--- config.mk ---
export PLATFORM = sky130hd
export DESIGN_NAME = ro_puf_sequencer
export DESIGN_NICKNAME = d
export VERILOG_FILES = /design/src/rtl/ro_puf_pkg.sv /design/src/rtl/ro_puf_window_timer.sv /design/src/rtl/ro_puf_sequencer.sv
export SDC_FILE = /design/constraint.sdc
export NUM_CORES = 1
export LEC_CHECK = 0
export BUFFER_PORTS_ARGS = -buffer_cell sky130_fd_sc_hd__buf_2
export CAP_MARGIN = 20
export CELL_PAD_IN_SITES_DETAIL_PLACEMENT = 1
export CELL_PAD_IN_SITES_GLOBAL_PLACEMENT = 1
export CORE_MARGIN = 3
export CORE_UTILIZATION = 41
export CTS_BUF_LIST = sky130_fd_sc_hd__clkbuf_4 sky130_fd_sc_hd__clkbuf_8
export DETAILED_ROUTE_END_ITERATION = 12
export PLACE_DENSITY = 0.9
export SYNTH_ARGS = -nofsm -noshare
export SYNTH_HDL_FRONTEND = slang
export SYNTH_HIERARCHICAL = 1
export SYNTH_SLANG_ARGS = --single-unit
--- constraint.sdc ---
create_clock -name clk -period 2.95 [get_ports clk]
set_input_delay 0.4425 -clock clk [delete_from_list [all_inputs] [get_ports clk]]
set_output_delay 0.4425 -clock clk [all_outputs]
set_load 0.01 [all_outputs]
--- src/rtl/ro_puf_pkg.sv ---
// Shared constants and FSM state type for the ring-oscillator PUF sequencer.
package ro_puf_pkg;

    localparam int unsigned NUM_RO    = 128;
    localparam int unsigned RO_IDX_W  = 7;
    localparam int unsigned MUX_SEL_W = 8;

    typedef enum logic [2:0] {
        IDLE,
        CLEAR,
        SETTLE,
        COUNT,
        HOLD,
        COMPARE,
        DONE
    } state_t;

endpackage

--- src/rtl/ro_puf_window_timer.sv ---
// Loadable down-counter timing both the settle and the count window phases.
module ro_puf_window_timer
    import ro_puf_pkg::*;
#(
    parameter int unsigned W = 9
) (
    input  logic         clk,
    input  logic         rst,
    input  logic         load,
    input  logic [W-1:0] load_val,
    output logic         expire_c
);

    logic [W-1:0] remain;

    // Loading N gives N+1 cycles until the phase ends on the expire cycle.
    always_ff @(posedge clk or posedge rst) begin
        if (rst) begin
            remain <= '0;
        end else if (load) begin
            remain <= load_val;
        end else if (remain != '0) begin
            remain <= remain - W'(1);
        end
    end

    assign expire_c = (remain == '0);

endmodule

--- src/rtl/ro_puf_sequencer.sv ---
// Steps RO pairs from a challenge seed, gates the edge counters and builds the response.
// Optional build macro RO_PUF_TIE_FLAG_EN adds the tie_mask output flagging equal counts.
module ro_puf_sequencer
    import ro_puf_pkg::*;
#(
    parameter int unsigned RESP_BITS  = 8,
    parameter int unsigned SETTLE_CYC = 4,
    parameter int unsigned WINDOW     = 256,
    parameter int unsigned CNT_W      = 16
) (
    input  logic                 clk,
    input  logic                 rst,
    input  logic                 start,
    input  logic [RO_IDX_W-1:0]  seed,
    output logic [MUX_SEL_W-1:0] sel_a,
    output logic [MUX_SEL_W-1:0] sel_b,
    output logic                 cnt_clr,
    output logic                 cnt_en,
    input  logic [CNT_W-1:0]     cnt_a,
    input  logic [CNT_W-1:0]     cnt_b,
    output logic                 busy,
    output logic                 done,
    output logic [RESP_BITS-1:0] resp,
    output logic                 resp_valid
`ifdef RO_PUF_TIE_FLAG_EN
    ,
    output logic [RESP_BITS-1:0] tie_mask
`endif
);

    localparam int unsigned TMR_MAX = (SETTLE_CYC > WINDOW) ? SETTLE_CYC : WINDOW;
    localparam int unsigned TMR_W   = $clog2(TMR_MAX + 1);
    localparam int unsigned K_W     = (RESP_BITS > 1) ? $clog2(RESP_BITS) : 1;

    state_t              state;
    logic [RO_IDX_W-1:0] base;
    logic [K_W-1:0]      k;

    logic                tmr_load_c;
    logic                tmr_expire_c;
    logic [TMR_W-1:0]    tmr_val_c;
    logic [RO_IDX_W-1:0] base_next_c;
    logic                last_c;

    // Timer is armed on the way out of CLEAR (settle) and out of SETTLE (window).
    assign tmr_load_c  = (state == CLEAR) || ((state == SETTLE) && tmr_expire_c);
    assign tmr_val_c   = (state == CLEAR) ? TMR_W'(SETTLE_CYC - 1) : TMR_W'(WINDOW - 1);
    assign base_next_c = base + RO_IDX_W'(2);
    assign last_c      = (k == K_W'(RESP_BITS - 1));

    ro_puf_window_timer #(
        .W (TMR_W)
    ) u_timer (
        .clk      (clk),
        .rst      (rst),
        .load     (tmr_load_c),
        .load_val (tmr_val_c),
        .expire_c (tmr_expire_c)
    );

    // Outputs are registered on the edge entering each phase, so they line up with the state.
    always_ff @(posedge clk or posedge rst) begin
        if (rst) begin
            state      <= IDLE;
            base       <= '0;
            k          <= '0;
            sel_a      <= '0;
            sel_b      <= '0;
            cnt_clr    <= 1'b0;
            cnt_en     <= 1'b0;
            busy       <= 1'b0;
            done       <= 1'b0;
            resp       <= '0;
            resp_valid <= 1'b0;
`ifdef RO_PUF_TIE_FLAG_EN
            tie_mask   <= '0;
`endif
        end else begin
            done    <= 1'b0;
            cnt_clr <= 1'b0;
            case (state)
                IDLE: begin
                    // done is still high in the first IDLE cycle; a start there is dropped.
                    if (start && !done) begin
                        base       <= seed;
                        k          <= '0;
                        busy       <= 1'b1;
                        resp_valid <= 1'b0;
                        resp       <= '0;
`ifdef RO_PUF_TIE_FLAG_EN
                        tie_mask   <= '0;
`endif
                        sel_a      <= {1'b0, seed};
                        sel_b      <= {1'b0, seed + RO_IDX_W'(1)};
                        cnt_clr    <= 1'b1;
                        state      <= CLEAR;
                    end
                end
                CLEAR: begin
                    state <= SETTLE;
                end
                SETTLE: begin
                    if (tmr_expire_c) begin
                        cnt_en <= 1'b1;
                        state  <= COUNT;
                    end
                end
                COUNT: begin
                    if (tmr_expire_c) begin
                        cnt_en <= 1'b0;
                        state  <= HOLD;
                    end
                end
                HOLD: begin
                    state <= COMPARE;
                end
                COMPARE: begin
                    resp[k] <= (cnt_a > cnt_b);
`ifdef RO_PUF_TIE_FLAG_EN
                    tie_mask[k] <= (cnt_a == cnt_b);
`endif
                    if (last_c) begin
                        state <= DONE;
                    end else begin
                        k       <= k + K_W'(1);
                        base    <= base_next_c;
                        sel_a   <= {1'b0, base_next_c};
                        sel_b   <= {1'b0, base_next_c + RO_IDX_W'(1)};
                        cnt_clr <= 1'b1;
                        state   <= CLEAR;
                    end
                end
                DONE: begin
                    done       <= 1'b1;
                    busy       <= 1'b0;
                    resp_valid <= 1'b1;
                    state      <= IDLE;
                end
                default: begin
                    state <= IDLE;
                end
            endcase
        end
    end

endmodule

==> impl_metrics.csv, run 1 <==
group,metric,value,unit
setup_path,r2r_cells,10,
setup_path,startpoint_type,"register",
finish,antennaDiodeCount,0,
clocking,clkLatencyLatePin,0.30,ns
clocking,clockRootBuffer,"clkbuf_8",
timing,hold_violations,0,
setup_path,slowest_stage,"or4b_1",
power,netSwitchingFraction,39.28,%
synth,synth_area_leaders,"dfrtp_1 39%, ha_1 9.6%, nand2_1 4.8%",
power,clockPowerShare,16.1,%
timing,fin_setup_tns,0,ns
detailed_routing,wl,7033,um
setup_path,path_max_fanout,11,
min_path,hold_class,"in2async",
power,power.switching,925.3,uW
finish,drive_above_1_share,25.00,%
power,p_int,1.431,mW
global_route,grt.overflow.total,0,
outcome,outcome,"finished clean",
clocking,cts_tree,"done",
floorplanning,start_util,42.61,%
setup_path,crit_chain,"inv_1, ha_1, or4b_1, nor2_1, nand2_1, mux2_2, nor2_2, buf_4, a311oi_1, a211o_1",
floorplanning,rows,29,
setup_path,max_stage_delay,0.58,ns
synth,ys.flop_type,"dfrtp_1",
global_route,grt_max_degree,35,
global_route,grt_pass1_vias,2396,
finish,nets,426,
power,ir_drop,359.2,uV
detailed_routing,drcViolationCount,0,
power,p_total,2.356,mW
synth,synth_edf_count,0,
setup_path,reg2reg_to,"u_timer/remain[7]$_DFFE_PP0P_",
timing,rsz0062_at_grt,"no",
setup_path,critPathArrivalTime,2.84,ns
detailed_routing,dr_wl_met2,3568,um
placed_design,place_area,3075,um2
placed_design,io_buffers,68,
timing,maxSlewViolCount,0,
synth,synth-seq-cells,43,
power,comb_power_share,39.0,%
setup_path,critical-path-top-delay-family,"simple AND/OR/NAND/NOR gates",
synth,synth_compound_area_share,15.78,%
job,maxCapViolCount,0,
timing,setup_viol,0,
detailed_routing,vias,2374,
finish,syn2layout_area_growth,15.73,%
synth,synthAdderAreaFrac,9.602,%
detailed_routing,ant_nets,0,
floorplanning,die_w,87.70,um
timing,min_period,2.662,ns
finish,fillers,775,
synth,synth-simple-area-share,20.39,%
finish,final_area,3167,um2
global_route,grt_usage,18.84,%
detailed_routing,wl_met1,3044,um
detailed_routing,viasPerCell,5.383,
floorplanning,core-area,6422,um2
synth,muxShareOfSynthArea,2.286,%
timing,relSlewSlack,46.94,%
placed_design,place_hpwl,5527,um
floorplanning,dieHeight,87.70,um
global_route,antenna_found_initial,0,
setup_path,required,3.13,ns
synth,ys_seq_area_share,39.32,%
timing,max_freq,375.6,MHz
detailed_routing,top_layer_used,"met4",
detailed_routing,wl_met3,348,um
synth,synth_common_cells,"43 x dfrtp_1, 35 x nand2_1, 26 x nor2_1",
clocking,numCtsBuffers,5,
clocking,clk_path_buf_depth,2,
power,p_per_area,744.0,nW/um2
setup_path,worst_setup_path_end_kind,"register",
detailed_routing,dr.pass1.iters,4,
synth,syn-cell-area,2736,um2
synth,synth.avg_cell_area,9.091,um2
synth,netlist.area_leader.share,39.32,%
setup_path,timing.critical_path.to,"u_timer/remain[7]$_DFFE_PP0P_",
timing,worst_pin_slew,0.7893,ns
detailed_routing,drt_iter0_drc,103,
setup_path,rr_startpoint,"u_timer/remain[0]$_DFFE_PP0P_",
detailed_routing,wire_per_inst,15.95,um
global_route,grt_pass1_wl,11380,um
synth,yosysTopAreaCell,"dfrtp_1",
setup_path,crit_cells,10,
setup_path,setup.worst_path.class,"reg2reg",
power,power_frac_seq,44.9,%
setup_path,cp.buffers_inverters,2,
floorplanning,ios,71,
floorplanning,die_area,7690,um2
clocking,cts.sinks,43,
synth,ys_async_sr_fraction,100.0,%
clocking,cts_setup_buffers,0,
power,p_leak,1.649,nW
synth,netlist_instances,301,
synth,yosys_warnings,6,
setup_path,startpoint,"u_timer/remain[0]$_DFFE_PP0P_",
clocking,clk_pin_slew_worst_paths,0.08,ns
placed_design,gp_congestion,0.8617,
synth,synth.distinct_cells,53,
synth,synth-xor-area-share,3.841,%
clocking,h-tree-depth,2,
setup_path,rrSetupSlack,0.29,ns
synth,synthMostInstantiatedCell,"dfrtp_1",
timing,period_share,90.25,%
synth,synth_top_family_by_area,"simple AND/OR/NAND/NOR gates",
timing,finClkSkew,0.01146,ns
clocking,postCtsHoldBufs,0,
==> power groups by stage <==
stage / sequential (mW) / combinational, mW / clock [mW]
final: 1.06 / 0.918 / 0.380
after global routing: 1.10 / 1.03 / 0.421
after CTS: 1.06 / 0.933 / 0.396
after detailed placement: 1.07 / 0.925 / 0
after global placement: 1.05 / 0.877 / 0
after floorplan: 1.06 / 0.619 / 0
==> timing repair <==
action                                 CTS  global route
setup endpoints to repair                0             1
endpoints found under the hold margin    0             0
resized for setup                        0             1
==> per-layer routing <==
layer | vias up | global-route usage (%)
met5 | - | 0
met2 | 60 | 33.84
met1 | 1131 | 22.89
met3 | 7 | 3.763
met4 | 0 | 5.160
li1 | 1176 | -
==> worst min path at each step <==
stage | start | end | slack [ns] | cells after the start
2_1_floorplan | rst | u_timer/remain[0]$_DFFE_PP0P_ | 0.27 | 1
3_3_place_gp | rst | u_timer/remain[3]$_DFFE_PP0P_ | 0.43 | 2
5_1_grt | rst | u_timer/remain[2]$_DFFE_PP0P_ | 0.14 | 2
3_5_place_dp | rst | u_timer/remain[3]$_DFFE_PP0P_ | 0.44 | 2
4_1_cts | rst | u_timer/remain[5]$_DFFE_PP0P_ | 0.12 | 2
6_report | rst | u_timer/remain[5]$_DFFE_PP0P_ | 0.11 | 2
==> cell usage in the layout, fill, tap and decap left out, types with 7 or more instances in the layout <==
cell type	instances
a21oi_1	11
a32o_1	7
buf_2	68
dfrtp_1	43
ha_1	21
inv_1	24
nand2_1	35
nand3_1	9
nor2_1	25
nor3_1	7
o21ai_0	10
o21ai_1	7
==> state kept, by name, summed over array words and instances, names as in the netlist, 2 cells and up <==
name            flops
sel_a               2
sel_b               7
base                6
k                   3
u_timer/remain      9
resp                8
state               3
==> through the flow <==
step                util (%)  hold slack, ns  worst slack (ns)  std cells
finish                 49.31          0.1135            0.2876        441
global route           49.31          0.1404           0.07219        441
CTS                    49.27          0.1170            0.2057        441
detailed placement     47.89          0.4369            0.2290        433
global placement       47.89          0.4305            0.3433        433
floorplan                  -          0.2704            0.2414        304
==> final cells by class <==
| type | instances | area [um2] | share of cell area [%] |
|---|---|---|---|
| Clock buffer | 6 | 76.32 | 2.410 |
| Clock inverter | 2 | 12.51 | 0.3951 |
| Inverter | 25 | 93.84 | 2.963 |
| Multi-Input combinational cell | 216 | 1441 | 45.52 |
| Sequential cell | 43 | 1076 | 33.98 |
| Tap cell | 77 | 96.34 | 3.042 |
| Timing Repair Buffer | 72 | 370.4 | 11.69 |
==> logic make-up (layout without fill, tap and decap cells) <==
| kind of cell | after synthesis | in the layout |
|---|---|---|
| compound gates | 62 | 62 |
| simple gates | 110 | 110 |
| mux | 6 | 6 |
| buf+inv | 45 | 105 |
| xor+xnor | 12 | 12 |
| flops | 43 | 43 |
| other cells | 2 | 5 |
| fa+ha+maj | 21 | 21 |
Power figures use the tool's default switching activity.
==> inputs of run 2 (changes only) <==
Settings changed: CORE_UTILIZATION 41 to 34, GPL_TIMING_DRIVEN set to 0, PLACE_DENSITY 0.9 to 0.78.
==> run 2 against run 1 <==
Critical path depth is 2 higher. Highest routed layer unchanged. Clock-buffer cell count unchanged. Hold slack improved by 0.0070 ns. Fmax down 4.0%. Non-clock buffer count grew 17. Largest power group unchanged. Sequential power hardly changed. Flip-flop and latch count stayed put.
==> impl_metrics.csv, run 2 (same netlist as run 1, synthesis figures left out) <==
group,metric,value,unit
timing,maxSlewViolCount,0,
power,ir_drop,323.7,uV
finish,layout_commonest_cell,"buf_2",
timing,max_freq,360.5,MHz
timing,finClkSkew,0.01087,ns
finish,top_register,"u_timer/remain",
timing,period_share,94.04,%
finish,largest_reg_flops,9,
power,p_per_area,727.9,nW/um2
detailed_routing,viasPerCell,5.052,
global_route,grt_pass1_vias,2494,
global_route,grt_pass1_wl,11300,um
clocking,numCtsBuffers,5,
finish,fillers,963,
clocking,clkLatencyLatePin,0.30,ns
setup_path,path_max_fanout,8,
floorplanning,start_util,35.23,%
timing,hold_violations,0,
finish,antennaDiodeCount,0,
timing,worst_pin_slew,0.7603,ns
placed_design,gp_congestion,0.7735,
finish,drive_above_1_share,28.08,%
floorplanning,core-area,7767,um2
setup_path,required,3.14,ns
power,p_total,2.434,mW
clocking,clk_pin_slew_worst_paths,0.08,ns
global_route,grt.overflow.total,0,
power,netSwitchingFraction,38.57,%
detailed_routing,drcViolationCount,0,
timing,min_period,2.774,ns
global_route,antenna_found_initial,0,
setup_path,worst_setup_path_end_kind,"register",
placed_design,io_buffers,68,
detailed_routing,wire_per_inst,14.56,um
clocking,clockRootBuffer,"clkbuf_8",
placed_design,place_inst,475,
power,power_frac_seq,42.9,%
setup_path,startpoint_type,"register",
power,p_int,1.495,mW
finish,fin_util,43.06,%
power,clockPowerShare,15.7,%
finish,syn2layout_area_growth,22.22,%
clocking,postCtsHoldBufs,0,
floorplanning,die_area,9160,um2
global_route,grt_max_degree,24,
floorplanning,dieHeight,95.71,um
setup_path,critPathArrivalTime,2.96,ns
detailed_routing,dr.pass1.iters,4,
timing,rsz0062_at_grt,"no",
timing,fin_setup_tns,0,ns
job,maxCapViolCount,0,
finish,post_layout_nonfiller_instances,483,
floorplanning,die_w,95.71,um
outcome,outcome,"finished clean",
clocking,cts.sinks,43,
timing,relSlewSlack,48.89,%
power,comb_power_share,41.4,%
finish,nets,443,
setup_path,setup.worst_path.class,"reg2reg",
floorplanning,ios,71,
clocking,cts_tree,"done",
placed_design,place_hpwl,5541,um
floorplanning,rows,32,
finish,mostFrequentLayoutCells,"72 x buf_2, 43 x dfrtp_1, 35 x nand2_1",
detailed_routing,drt_iter0_drc,62,
power,power.switching,939.0,uW
timing,setup_viol,0,
finish,reg_top3,"u_timer/remain: 9 flops, resp: 8 flops, sel_b: 7 flops",
detailed_routing,wl,7034,um
detailed_routing,vias,2440,
clocking,clk_path_buf_depth,2,
global_route,grt_usage,15.53,%
power,p_leak,1.734,nW
detailed_routing,ant_nets,0,
clocking,h-tree-depth,2,
min_path,hold_class,"in2async",
timing,holdWs,0.1204,ns
run 2: layout make-up:
type,count,area [um2],area share [%]
clock inverter,2,12.51,0.3741
clock buffer,6,76.32,2.282
tap,102,127.6,3.816
timing repair buffer,69,367.9,11.00
buffer,20,141.4,4.227
sequential,43,1076,32.17
inverter,25,93.84,2.806
multi-input combinational,216,1449,43.32
run 2: path summary, 6_finish.rpt:
kind	startpoint	end	slack, ns	depth (start not counted)
setup / recovery	u_timer/remain[0]$_DFFE_PP0P_	u_timer/remain[7]$_DFFE_PP0P_	0.18	12
hold / removal	rst	u_timer/remain[7]$_DFFE_PP0P_	0.12	2
setup reg to reg	u_timer/remain[0]$_DFFE_PP0P_	u_timer/remain[7]$_DFFE_PP0P_	0.18	12
hold reg to reg	resp_valid$_DFFE_PP0P_	resp_valid$_DFFE_PP0P_	0.48	1
max in group asynchronous	rst	resp[1]$_DFFE_PP0P_	2.24	3
min in group clk	seed[0]	base[0]$_DFFE_PP0P_	0.47	3
run 2: worst max-delay path, stage by stage, from the launching register on:
cell	delay [ns]
dfrtp_1	0.42
inv_1	0.10
ha_2	0.23
or4b_1	0.43
buf_2	0.19
nor2_4	0.18
nand2_1	0.09
mux2_2	0.28
nor2_1	0.08
buf_2	0.19
nor4_1	0.08
o2111a_1	0.13
a211o_1	0.26
run 2: what timing repair did:
action                     CTS  global route
setup endpoints to repair    9             7
setup buffers                0             0
gates resized for setup      3             2
run 2: power groups by stage:
stage	sequential, mW	clock (mW)	combinational [mW]
global route	1.09	0.421	1.13
global placement	1.04	0	0.963
CTS	1.05	0.395	1.02
finish	1.05	0.382	1.01
floorplan	1.06	0	0.619
detailed placement	1.06	0	1.01
run 2: stage by stage:
stage               setup WS (ns)  instance area (um2)
floorplan                  0.2414                 2748
global placement         -0.08081                 3216
detailed placement        -0.1940                 3243
CTS                       0.08125                 3337
global route              0.02500                 3344
finish                     0.1757                 3344
run 2: metal layers:
metal  wire length [um]  vias to the layer above  share of wire (%)  GRT usage (%)
met1               3083                     1177                 44          18.99
met3                392                        6                5.6          3.440
li1                   -                     1207                  -              -
met4                 48                        0               0.68          2.844
met5                  0                        -                  0              0
met2               3510                       50                 50          28.08
